--- src/rtl/qos_pkg.sv ---
// qos_pkg: shared types and constants for the QoS read-side scheduler.
//   NUM_BUF  - number of packet buffers served
//   CNT_W    - width of one buffer occupancy field
//   AGE_W    - width of one starvation age register
//   SERVED_W - width of one served-packet counter
//   qos_state_e - scheduler FSM states
//   onehot()    - index to one-hot read request
package qos_pkg;

  localparam int NUM_BUF  = 4;
  localparam int CNT_W    = 3;
  localparam int AGE_W    = 3;
  localparam int SERVED_W = 7;

  typedef enum logic {
    IDLE  = 1'b0,
    GRANT = 1'b1
  } qos_state_e;

  function automatic logic [NUM_BUF-1:0] onehot(input logic [1:0] idx);
    logic [NUM_BUF-1:0] vec;
    vec      = '0;
    vec[idx] = 1'b1;
    return vec;
  endfunction

endpackage

--- src/rtl/qos_prio_select.sv ---
// qos_prio_select: combinational winner selection for one scheduling decision.
//   counts       in  packed occupancies {buf3..buf0}
//   ages         in  packed starvation ages {buf3..buf0}
//   full_level   in  occupancy at or above which a buffer is full
//   starve_limit in  age at which a non-empty buffer is starved
//   winner       out selected buffer index (valid when any_valid)
//   any_valid    out at least one buffer is non-empty
// Precedence: starved, then full, then plain non-empty; highest index wins
// inside each class. Only non-empty buffers are eligible in any class, so a
// buffer left at the starve age after an aborted grant cannot win once empty.
module qos_prio_select import qos_pkg::*; (
  input  logic [NUM_BUF*CNT_W-1:0] counts,
  input  logic [NUM_BUF*AGE_W-1:0] ages,
  input  logic [CNT_W-1:0]         full_level,
  input  logic [AGE_W-1:0]         starve_limit,
  output logic [1:0]               winner,
  output logic                     any_valid
);

  logic       starve_hit, full_hit, busy_hit;
  logic [1:0] starve_idx, full_idx, busy_idx;

  always_comb begin
    starve_hit = 1'b0;
    full_hit   = 1'b0;
    busy_hit   = 1'b0;
    starve_idx = 2'd0;
    full_idx   = 2'd0;
    busy_idx   = 2'd0;
    // Ascending scan: later (higher) indices overwrite earlier hits.
    for (int i = 0; i < NUM_BUF; i++) begin
      if (counts[i*CNT_W +: CNT_W] != '0) begin
        busy_hit = 1'b1;
        busy_idx = 2'(i);
        if (ages[i*AGE_W +: AGE_W] == starve_limit) begin
          starve_hit = 1'b1;
          starve_idx = 2'(i);
        end
        if (counts[i*CNT_W +: CNT_W] >= full_level) begin
          full_hit = 1'b1;
          full_idx = 2'(i);
        end
      end
    end
    winner    = starve_hit ? starve_idx : (full_hit ? full_idx : busy_idx);
    any_valid = busy_hit;
  end

endmodule

--- src/rtl/qos_scheduler.sv ---
// qos_scheduler: read-side scheduler for four packet buffers.
//   clk, rst_n  in  clock, asynchronous active-low reset
//   tick        in  one-cycle scheduling strobe
//   data_count  in  packed occupancies {buf3..buf0}, 3 bits each
//   read_ack    in  per-buffer read acknowledge
//   read_from   out one-hot read request, 0 when idle
//   grant_id    out current or last granted buffer
//   grant_valid out high exactly while read_from != 0
//   served_cnt  out packed served counters {s3..s0}, 7 bits each
//   ack_timeout out one-cycle pulse when a grant aborts
//   busy        out high in GRANT (exposes the FSM state)
//
// Handshake: read_from is raised one cycle after an accepted tick and held
// unchanged until the edge at which read_ack[grant_id] is sampled high (or the
// timeout expires); it drops at that edge. Other read_ack bits are ignored.
module qos_scheduler import qos_pkg::*; #(
  parameter int FULL_LEVEL   = 6,
  parameter int STARVE_LIMIT = 4,
  parameter int ACK_TIMEOUT  = 15
) (
  input  logic                      clk,
  input  logic                      rst_n,
  input  logic                      tick,
  input  logic [NUM_BUF*CNT_W-1:0]  data_count,
  input  logic [NUM_BUF-1:0]        read_ack,
  output logic [NUM_BUF-1:0]        read_from,
  output logic [1:0]                grant_id,
  output logic                      grant_valid,
  output logic [NUM_BUF*SERVED_W-1:0] served_cnt,
  output logic                      ack_timeout,
  output logic                      busy
);

  localparam logic [CNT_W-1:0]    FULL_LV  = CNT_W'(FULL_LEVEL);
  localparam logic [AGE_W-1:0]    STARVE   = AGE_W'(STARVE_LIMIT);
  localparam logic [7:0]          TMO_LAST = 8'(ACK_TIMEOUT - 1);
  localparam logic [SERVED_W-1:0] SRV_ONE  = SERVED_W'(1);

  qos_state_e                 state;
  logic [NUM_BUF*AGE_W-1:0]   ages;
  logic [7:0]                 tmo_cnt;
  // Set for the first IDLE cycle after a grant ends; a tick in that cycle is
  // ignored, which enforces the 3-cycle minimum grant-to-grant spacing.
  logic                       cool;
  logic [1:0]                 winner;
  logic                       any_valid;

  qos_prio_select u_prio (
    .counts       (data_count),
    .ages         (ages),
    .full_level   (FULL_LV),
    .starve_limit (STARVE),
    .winner       (winner),
    .any_valid    (any_valid)
  );

  always_ff @(posedge clk or negedge rst_n) begin
    if (!rst_n) begin
      state       <= IDLE;
      read_from   <= '0;
      grant_id    <= 2'd0;
      grant_valid <= 1'b0;
      busy        <= 1'b0;
      ack_timeout <= 1'b0;
      served_cnt  <= '0;
      ages        <= '0;
      tmo_cnt     <= 8'd0;
      cool        <= 1'b0;
    end else begin
      ack_timeout <= 1'b0;
      case (state)
        IDLE: begin
          cool <= 1'b0;
          if (tick && !cool) begin
            if (any_valid) begin
              state       <= GRANT;
              read_from   <= onehot(winner);
              grant_id    <= winner;
              grant_valid <= 1'b1;
              busy        <= 1'b1;
              tmo_cnt     <= 8'd0;
              for (int i = 0; i < NUM_BUF; i++) begin
                if (2'(i) == winner || data_count[i*CNT_W +: CNT_W] == '0)
                  ages[i*AGE_W +: AGE_W] <= '0;
                else if (ages[i*AGE_W +: AGE_W] < STARVE)
                  ages[i*AGE_W +: AGE_W] <= ages[i*AGE_W +: AGE_W] + 1'b1;
              end
            end else begin
              ages <= '0;
            end
          end
        end
        GRANT: begin
          // Ack is checked first so it wins over a same-cycle timeout.
          if (read_ack[grant_id]) begin
            state       <= IDLE;
            read_from   <= '0;
            grant_valid <= 1'b0;
            busy        <= 1'b0;
            cool        <= 1'b1;
            served_cnt[grant_id*SERVED_W +: SERVED_W] <=
              served_cnt[grant_id*SERVED_W +: SERVED_W] + SRV_ONE;
          end else if (tmo_cnt == TMO_LAST) begin
            state       <= IDLE;
            read_from   <= '0;
            grant_valid <= 1'b0;
            busy        <= 1'b0;
            cool        <= 1'b1;
            ack_timeout <= 1'b1;
            // Force the aborted buffer to win the next decision if non-empty.
            ages[grant_id*AGE_W +: AGE_W] <= STARVE;
          end else begin
            tmo_cnt <= tmo_cnt + 8'd1;
          end
        end
        default: state <= IDLE;
      endcase
    end
  end

endmodule

--- config.mk ---
export PLATFORM = sky130hd
export DESIGN_NAME = qos_scheduler
export DESIGN_NICKNAME = d
export VERILOG_FILES = /design/src/rtl/qos_pkg.sv /design/src/rtl/qos_prio_select.sv /design/src/rtl/qos_scheduler.sv
export SDC_FILE = /design/constraint.sdc
export NUM_CORES = 1
export LEC_CHECK = 0
export ABC_AREA = 1
export CORE_UTILIZATION = 59
export DETAILED_ROUTE_END_ITERATION = 6
export GPL_TIMING_DRIVEN = 0
export PLACE_DENSITY = 0.86
export SLEW_MARGIN = 15
export SYNTH_ARGS = -nofsm -noshare
export SYNTH_HDL_FRONTEND = slang
export SYNTH_SLANG_ARGS = --single-unit
--- constraint.sdc ---
create_clock -name clk -period 5 [get_ports clk]
set_clock_uncertainty 0.15 [all_clocks]
set_input_delay 1 -clock clk [delete_from_list [all_inputs] [get_ports clk]]
set_output_delay 1 -clock clk [all_outputs]
set_load 0.01 [all_outputs]
# Word level (Yosys, flattened, before mapping)
# Cells that the tools add are included.
[word_totals]
input_bits = 19
output_inout_bits = 37
elab_cells = 163
regBits = 58
[classes]
n_eq_ne = 18
muxes = 82
magnitude_cmp = 11
shifts = 5
add_sub_neg = 8
n_bitwise = 1
mul = 2
n_reduce_logical = 24
[ops]
columns = ["cell", "n"]
rows = [
  ["12-bit two-way mux", 4],
  ["1-bit two-way mux", 38],
  ["4-bit negator with 34-bit output", 1],
  ["5-bit negator with 34-bit output", 1],
  ["3-bit by 34-bit variable shift with 12-bit output, first input constant", 1],
  ["7-bit by 34-bit variable shift with 28-bit output, first input constant", 1],
  ["3-bit by 34-bit indexed part select with 12-bit output, first input constant", 1],
  ["7-bit by 34-bit indexed part select with 28-bit output", 1],
  ["8-bit two-way mux", 4],
  ["28-bit bitwise mux", 1],
  ["2-bit two-way mux", 14],
  ["28-bit by 6-bit indexed part select with 7-bit output", 1],
  ["3-bit two-way mux", 8],
  ["12-bit one-hot mux with 2 select lines", 1],
  ["4-bit AND reduction", 5],
  ["4-bit two-way mux", 4],
  ["4-bit != test, second input constant", 4],
  ["8-bit one-hot mux with 2 select lines", 1],
  ["3-bit by 1-bit adder with 3-bit output, second input constant", 4],
  ["12-bit bitwise mux", 1],
  ["3-bit == test, second input constant", 4],
  ["3-bit greater-or-equal comparator, second input constant", 4],
  ["3-bit logical NOT", 4],
  ["3-bit less-than comparator, second input constant", 4],
  ["other kinds (24)", 39],
]

# Depth between registers and ports, before layout
[depth]
word_depth = 18
ltp_mapped = 14
depth_no_buf = 14

# By module
# From an unflattened synthesis, not the netlist that was laid out.
[hier_totals]
cells_unflattened = 541
area_unflattened_um2 = 3955.0
[by_module_without_submodules]
columns = ["module", "instances", "seq_area_each_um2", "area_each_um2", "cells_each"]
rows = [
  ["qos_scheduler", 1, 1451.4, 3353.2, 438],
  ["qos_prio_select", 1, 0.0, 601.8, 103],
]

# Worst setup path before layout
# No wires, ideal clock.
[synth_path]
kind = "input -> register"
start = "input port data_count[5]"
end = "register ages[11]"
n_path_buf = 0
cell_stages = 12
setup_ps = 119
arrival_ps = 2037
setup_slack_ps = 2694
required_time_ps = 4731
path_cell_list = "nor2_1 > nand2_2 > nand2_1 > nand2_1 > nor2_2 > nand2_2 > nand2_2 > nand2_2 > nand2_1 > nand2_2 > nor2_1 > nor2_1"
[synth_via]
elab_chain_len = 15
word_cells_on_any_way = 40
classes_between = "1 x order compare; 2 x eq/ne; 34 x mux; 3 x reduce/logical"
[synth_lines]
columns = ["element", "line_no", "text"]
rows = [
  ["from (decl)", "qos_scheduler.sv:24", "input logic [NUM_BUF*CNT_W-1:0] data_count,"],
  ["3-bit greater-or-equal comparator", "qos_prio_select.sv:39", "if (counts[i*CNT_W +: CNT_W] >= full_level) begin"],
  ["1-bit two-way mux", "qos_prio_select.sv:39", ""],
  ["2-bit two-way mux or 1-bit two-way mux (tied branches)", "qos_prio_select.sv:32", "if (counts[i*CNT_W +: CNT_W] != '0) begin"],
  ["2-bit two-way mux or 1-bit two-way mux (tied branches)", "qos_prio_select.sv:39", ""],
  ["2-bit two-way mux or 1-bit two-way mux (tied branches)", "qos_prio_select.sv:32", ""],
  ["2-bit two-way mux or 1-bit two-way mux (tied branches)", "qos_prio_select.sv:39", ""],
  ["2-bit two-way mux or 1-bit two-way mux (tied branches)", "qos_prio_select.sv:32", ""],
  ["2-bit two-way mux (2 in a row)", "qos_prio_select.sv:45", "winner = starve_hit ? starve_idx : (full_hit ? full_idx : busy_idx);"],
  ["2-bit == test", "qos_scheduler.sv:83", "if (2'(i) == winner || data_count[i*CNT_W +: CNT_W] == '0)"],
  ["1-bit logical OR", "qos_scheduler.sv:83", ""],
  ["3-bit two-way mux", "qos_scheduler.sv:83", ""],
  ["12-bit two-way mux", "qos_scheduler.sv:75", "if (any_valid) begin"],
  ["12-bit two-way mux", "qos_scheduler.sv:74", "if (tick && !cool) begin"],
  ["12-bit one-hot mux with 2 select lines", "qos_scheduler.sv:71", "case (state)"],
  ["to (signal, indexed assignment)", "qos_scheduler.sv:86", "ages[i*AGE_W +: AGE_W] <= ages[i*AGE_W +: AGE_W] + 1'b1;"],
  ["to (decl)", "qos_scheduler.sv:40", "logic [NUM_BUF*AGE_W-1:0] ages;"],
]
# Parallel ways exist; a longest one is shown, timed or not. The select of a mux whose other input is x is not followed.
# A chain may end at the register's enable or synchronous reset.

# Worst setup path after layout
[layout_path]
start = "input port data_count[10]"
end = "register ages[5]"
[layout_via]
elab_chain_len = 11
word_cells_on_any_way = 20
classes_between = "1 x order compare; 2 x eq/ne; 14 x mux; 3 x reduce/logical"
[layout_lines]
columns = ["element", "line_no"]
rows = [
  ["3-bit greater-or-equal comparator", "qos_prio_select.sv:39"],
  ["2-bit two-way mux or 1-bit two-way mux (tied branches)", "qos_prio_select.sv:39"],
  ["2-bit two-way mux or 1-bit two-way mux (tied branches)", "qos_prio_select.sv:32"],
  ["2-bit two-way mux (2 in a row)", "qos_prio_select.sv:45"],
  ["1-bit by 2-bit == test with 1-bit output", "qos_scheduler.sv:83"],
  ["1-bit logical OR", "qos_scheduler.sv:83"],
  ["3-bit two-way mux", "qos_scheduler.sv:83"],
  ["12-bit two-way mux", "qos_scheduler.sv:75"],
  ["12-bit two-way mux", "qos_scheduler.sv:74"],
  ["12-bit one-hot mux with 2 select lines", "qos_scheduler.sv:71"],
]
# Parallel ways exist; a longest one is shown, timed or not. The select of a mux whose other input is x is not followed.

==> results.md <==
- The largest net degree at the start of global routing is a little under 60.
- The category of the critical setup timing path is input pin to register.
- The number of placement rows is 28.
- The per-instance average area after synthesis is slightly below 8 sq um.
- The type of the worst min-delay path is register to register.
- The routed wirelength normalized by instance count is 15.08 microns.
- The count of TritonRoute iterations in the first routing pass is 5.
- The violation count after the first detailed-routing iteration is approximately 210.
- The areal power density over the cells is about 640 nW/um^2.
- The initial antenna violation count is 0.
- Adding up every negative setup slack in the final design gives 0 ps.
- The leakage power is slightly above 2 nW.
- Clock-pin slew was measured on the worst setup and hold paths at about 60 ps.
- The number of I/O port buffers is 55.
- Of all cell types, the one taking the most synthesized area is sky130_fd_sc_hd__dfrtp_1.
- The die covers ~6400 sq um.
- The share of Yosys cell area claimed by the top area cell type is ~40%.
- The share of power burned in the clock network is roughly 14%.
- The final hold violation count was 0.
- The post-cts resize count is 0.
- The width of the die is 80.06 microns.
- The detail route stage leaves a number of antenna-violating nets equal to 0.
- Data arrives at the worst endpoint at 2710 ps.
- The fraction of final layout cells with drive strength greater than 1 is between 10% and 20%.
- The critical path capture point type is a register.
- The number of global-route vias before repair is ~3300.
- The clock net sink count is between 50 and 60.
- The total number of vias is ~3300.
- For this run, design rule violations remaining after detail routing come to 0.
- The root buffer cell chosen for the clock tree is sky130_fd_sc_hd__clkbuf_8.
- The number of nets in the synthesized netlist is just under 500.
- Final hold analysis gives a worst-case slack of between 300 and 400 ps.
- The peak ir drop on the vdd network is roughly 0.44 mV.
- TritonCTS built the clock tree.
- The H-tree was split into 3 levels.
- The non-filler instance count after layout is 598.
- The synthesized instance count is approximately 450.
- The I/O pin count is 56.
- The net count of the finished layout is 552.
- The number of clock buffers added by TritonCTS is 9.
- Sequential cells account for about 28% of the total power.
- The layout overhead on the synthesized area is 22.94%.
- The completed layout was analyzed and its total power is roughly 2.8 mW.
- The final-report max-slew violation count is 0.
- Setup repair after global routing left no endpoint under its margin.
- The most common library cell in the layout ignoring fill and taps is sky130_fd_sc_hd__nand2_1.
- The number of diodes added for antenna fixing is 0.
- The synthesis warning total is 0.
- The overall global routing resource usage is a little under a third.
- The combinational share of power is between 50% and 60%.
- Routability-driven placement finished with a final weighted congestion of 0.8988.
- The total area inside the core boundary comes to a little under 6000 sq um.
- The switching power share of the total is a little under half.
- The slack of the worst reg-to-reg path is roughly 2700 ps.
- The flow ran to the end, and the final reports show no timing, DRC or antenna violations.
- Of the synthesized area, sequential elements account for 40.38%.
- The required arrival time at the worst endpoint is 5080 ps.
- Ranked by total cell area, the synthesized netlist is headed by sky130_fd_sc_hd__dfrtp_1 40%, sky130_fd_sc_hd__nand2_1 12%, sky130_fd_sc_hd__ha_1 5.2%.
- After detailed placement, the design holds a cell count of a little under 600.
- The HPWL after detailed placement is approximately 6.7 mm.
- The number of post-CTS setup repair buffers is 0.
- The worst setup path is launched from an input pin.
- Global routing finished with a remaining overflow of 0.
- After clock tree synthesis, the flow added hold-fix buffers numbering 0.
- Clock latency on the worst-skew pair, taken at its later pin, is 340 ps.
- The average vias per placed instance is between 5 and 6.
- The cell internal power dissipation is roughly 1.5 mW.
- Setup violations remaining at the end of the flow were counted as 0.
- The count of cell types in the netlist is 36.
- Static timing analysis puts the maximum clock frequency at approximately 380 MHz.
- The first global-routing pass estimated roughly 15 mm of wire.
- The post-synthesis register bit count is 58.
- In this run the power spent charging and discharging nets is 1.329 mW.
- The combined area of all synthesized cells is 3595 sq um.
- The maximum fanout along the worst path is 6.
- For this block, the routed nets add up to between 9 and 10 mm of wire.
- The number of buffers on the longest clock path is 2.
- The relative slew slack is between 50% and 60%.
- The routed design could run at a clock period as short as about 2600 ps.
- The starting utilization of the core area is between 60% and 70%.
- The design area is 4419 sq um.
- In the layout the commonest cells are 115 x sky130_fd_sc_hd__nand2_1, 58 x sky130_fd_sc_hd__dfrtp_1, 54 x sky130_fd_sc_hd__clkdlybuf4s50_1.
- The tool flagged a number of max-cap violations equal to 0.
- From bottom edge to top edge, the die measures 80.06 microns.
- The measured slew at the worst slew-check pin is between 700 and 800 ps.
- In this run the cell area measured after placement is between 4000 and 5000 sq um.
- The final critical path takes up between 50% and 60% of the cycle.
[final cells by class]
| class | instances | area [sq um] |
|---|---|---|
| Tap cell | 75 | 93.84 |
| Fill cell | 434 | 1466 |
| Clock inverter | 2 | 10.01 |
| Multi-Input combinational cell | 334 | 1886 |
| Inverter | 49 | 183.9 |
| Timing Repair Buffer | 55 | 548.0 |
| Clock buffer | 14 | 172.7 |
| Buffer | 11 | 73.82 |
| Sequential cell | 58 | 1451 |
[worst max-delay path: stages]
cell and delay [ps]:
sky130_fd_sc_hd__clkdlybuf4s50_1 440, sky130_fd_sc_hd__nor2_1 150, sky130_fd_sc_hd__nand2_2 130, sky130_fd_sc_hd__inv_2 110, sky130_fd_sc_hd__nand2_1 50, sky130_fd_sc_hd__nand2_1 60, sky130_fd_sc_hd__nand2_1 90, sky130_fd_sc_hd__a21oi_4 170
sky130_fd_sc_hd__nand2_2 120, sky130_fd_sc_hd__nand2_1 120, sky130_fd_sc_hd__nand2_2 90, sky130_fd_sc_hd__nor2_1 120, sky130_fd_sc_hd__nor2_1 50
[layer usage]
| metal | up-vias | GRT usage, % | share of wire [%] |
|---|---|---|---|
| met4 | 0 | 13.57 | 1.7 |
| met5 | - | 0 | 0 |
| met1 | 1587 | 39.99 | 42 |
| met2 | 120 | 51.54 | 50 |
| met3 | 18 | 7.386 | 6.3 |
| li1 | 1613 | - | - |
[per-stage QoR]
| step | worst slack [ps] | util [%] |
|---|---|---|
| 3_3_place_gp | 1015 | 72.02 |
| 2_1_floorplan | 2694 | - |
| 6_report | 2375 | 75.09 |
| 3_5_place_dp | 2033 | 71.98 |
| 5_1_grt | 2220 | 75.09 |
| 4_1_cts | 2374 | 75.09 |
[logic make-up after synthesis]
group           share of synthesized area, %
simple gates                           31.43
compound gates                         12.53
buf+inv                                7.170
flops                                  40.38
fa+ha+maj                              5.221
xor+xnor                               3.272
[state kept, by name (all words and copies together), names as in the netlist]
| register | cells |
|---|---|
| busy | 1 |
| read_from | 4 |
| tmo_cnt | 8 |
| served_cnt | 28 |
| ages | 12 |
| ack_timeout | 1 |
| state | 1 |
| grant_id | 2 |
| cool | 1 |
[power by group through the flow]
stage               Combinational, mW  Sequential [mW]  Clock (mW)
floorplan                        1.06            0.817           0
global placement                 1.55            0.790           0
detailed placement               1.61            0.800           0
CTS                              1.63            0.793       0.405
global route                     1.81            0.817       0.431
finish                           1.63            0.796       0.403
[path summary, 6_finish.rpt]
path | from | endpoint | depth (start not counted)
worst min-delay path | served_cnt[16] | served_cnt[16] | 2
min in group asynchronous | rst_n | tmo_cnt[3] | 1
max in group asynchronous | rst_n | served_cnt[22] | 1
worst max-delay path | data_count[10] | ages[5] | 13
worst max register to register | grant_id[1] | served_cnt[27] | 8
worst min register to register | served_cnt[16] | served_cnt[16] | 2
[cells in the mapped netlist]
library cell               count
sky130_fd_sc_hd__nor2_1       30
sky130_fd_sc_hd__inv_2        17
sky130_fd_sc_hd__buf_6         2
sky130_fd_sc_hd__buf_4         3
sky130_fd_sc_hd__nor3_4        1
sky130_fd_sc_hd__a31oi_4       1
sky130_fd_sc_hd__clkbuf_1      1
sky130_fd_sc_hd__xor2_2        2
sky130_fd_sc_hd__nand2_2      23
sky130_fd_sc_hd__a22oi_1       1
sky130_fd_sc_hd__a21oi_4       2
sky130_fd_sc_hd__o21a_1        1
sky130_fd_sc_hd__nor3_1        2
sky130_fd_sc_hd__xor2_1        6
sky130_fd_sc_hd__nor3_2        2
sky130_fd_sc_hd__buf_2         5
sky130_fd_sc_hd__inv_1        31
sky130_fd_sc_hd__nand2_1     115
sky130_fd_sc_hd__nor2_2        8
sky130_fd_sc_hd__o41ai_1       1
sky130_fd_sc_hd__a32o_1        1
sky130_fd_sc_hd__xnor2_2       2
sky130_fd_sc_hd__nand3_2       9
sky130_fd_sc_hd__o21ai_0      16
sky130_fd_sc_hd__nor2_4        4
sky130_fd_sc_hd__nand3_1      27
sky130_fd_sc_hd__o22ai_1       1
sky130_fd_sc_hd__a31oi_1       1
sky130_fd_sc_hd__a21oi_1      18
sky130_fd_sc_hd__dfrtp_1      58
sky130_fd_sc_hd__a22o_1        2
sky130_fd_sc_hd__o22ai_2       1
sky130_fd_sc_hd__o21ai_1      30
sky130_fd_sc_hd__clkinv_1      1
sky130_fd_sc_hd__nand4_1      12
sky130_fd_sc_hd__ha_1         15
No activity file was read; power rests on OpenSTA's default activity.
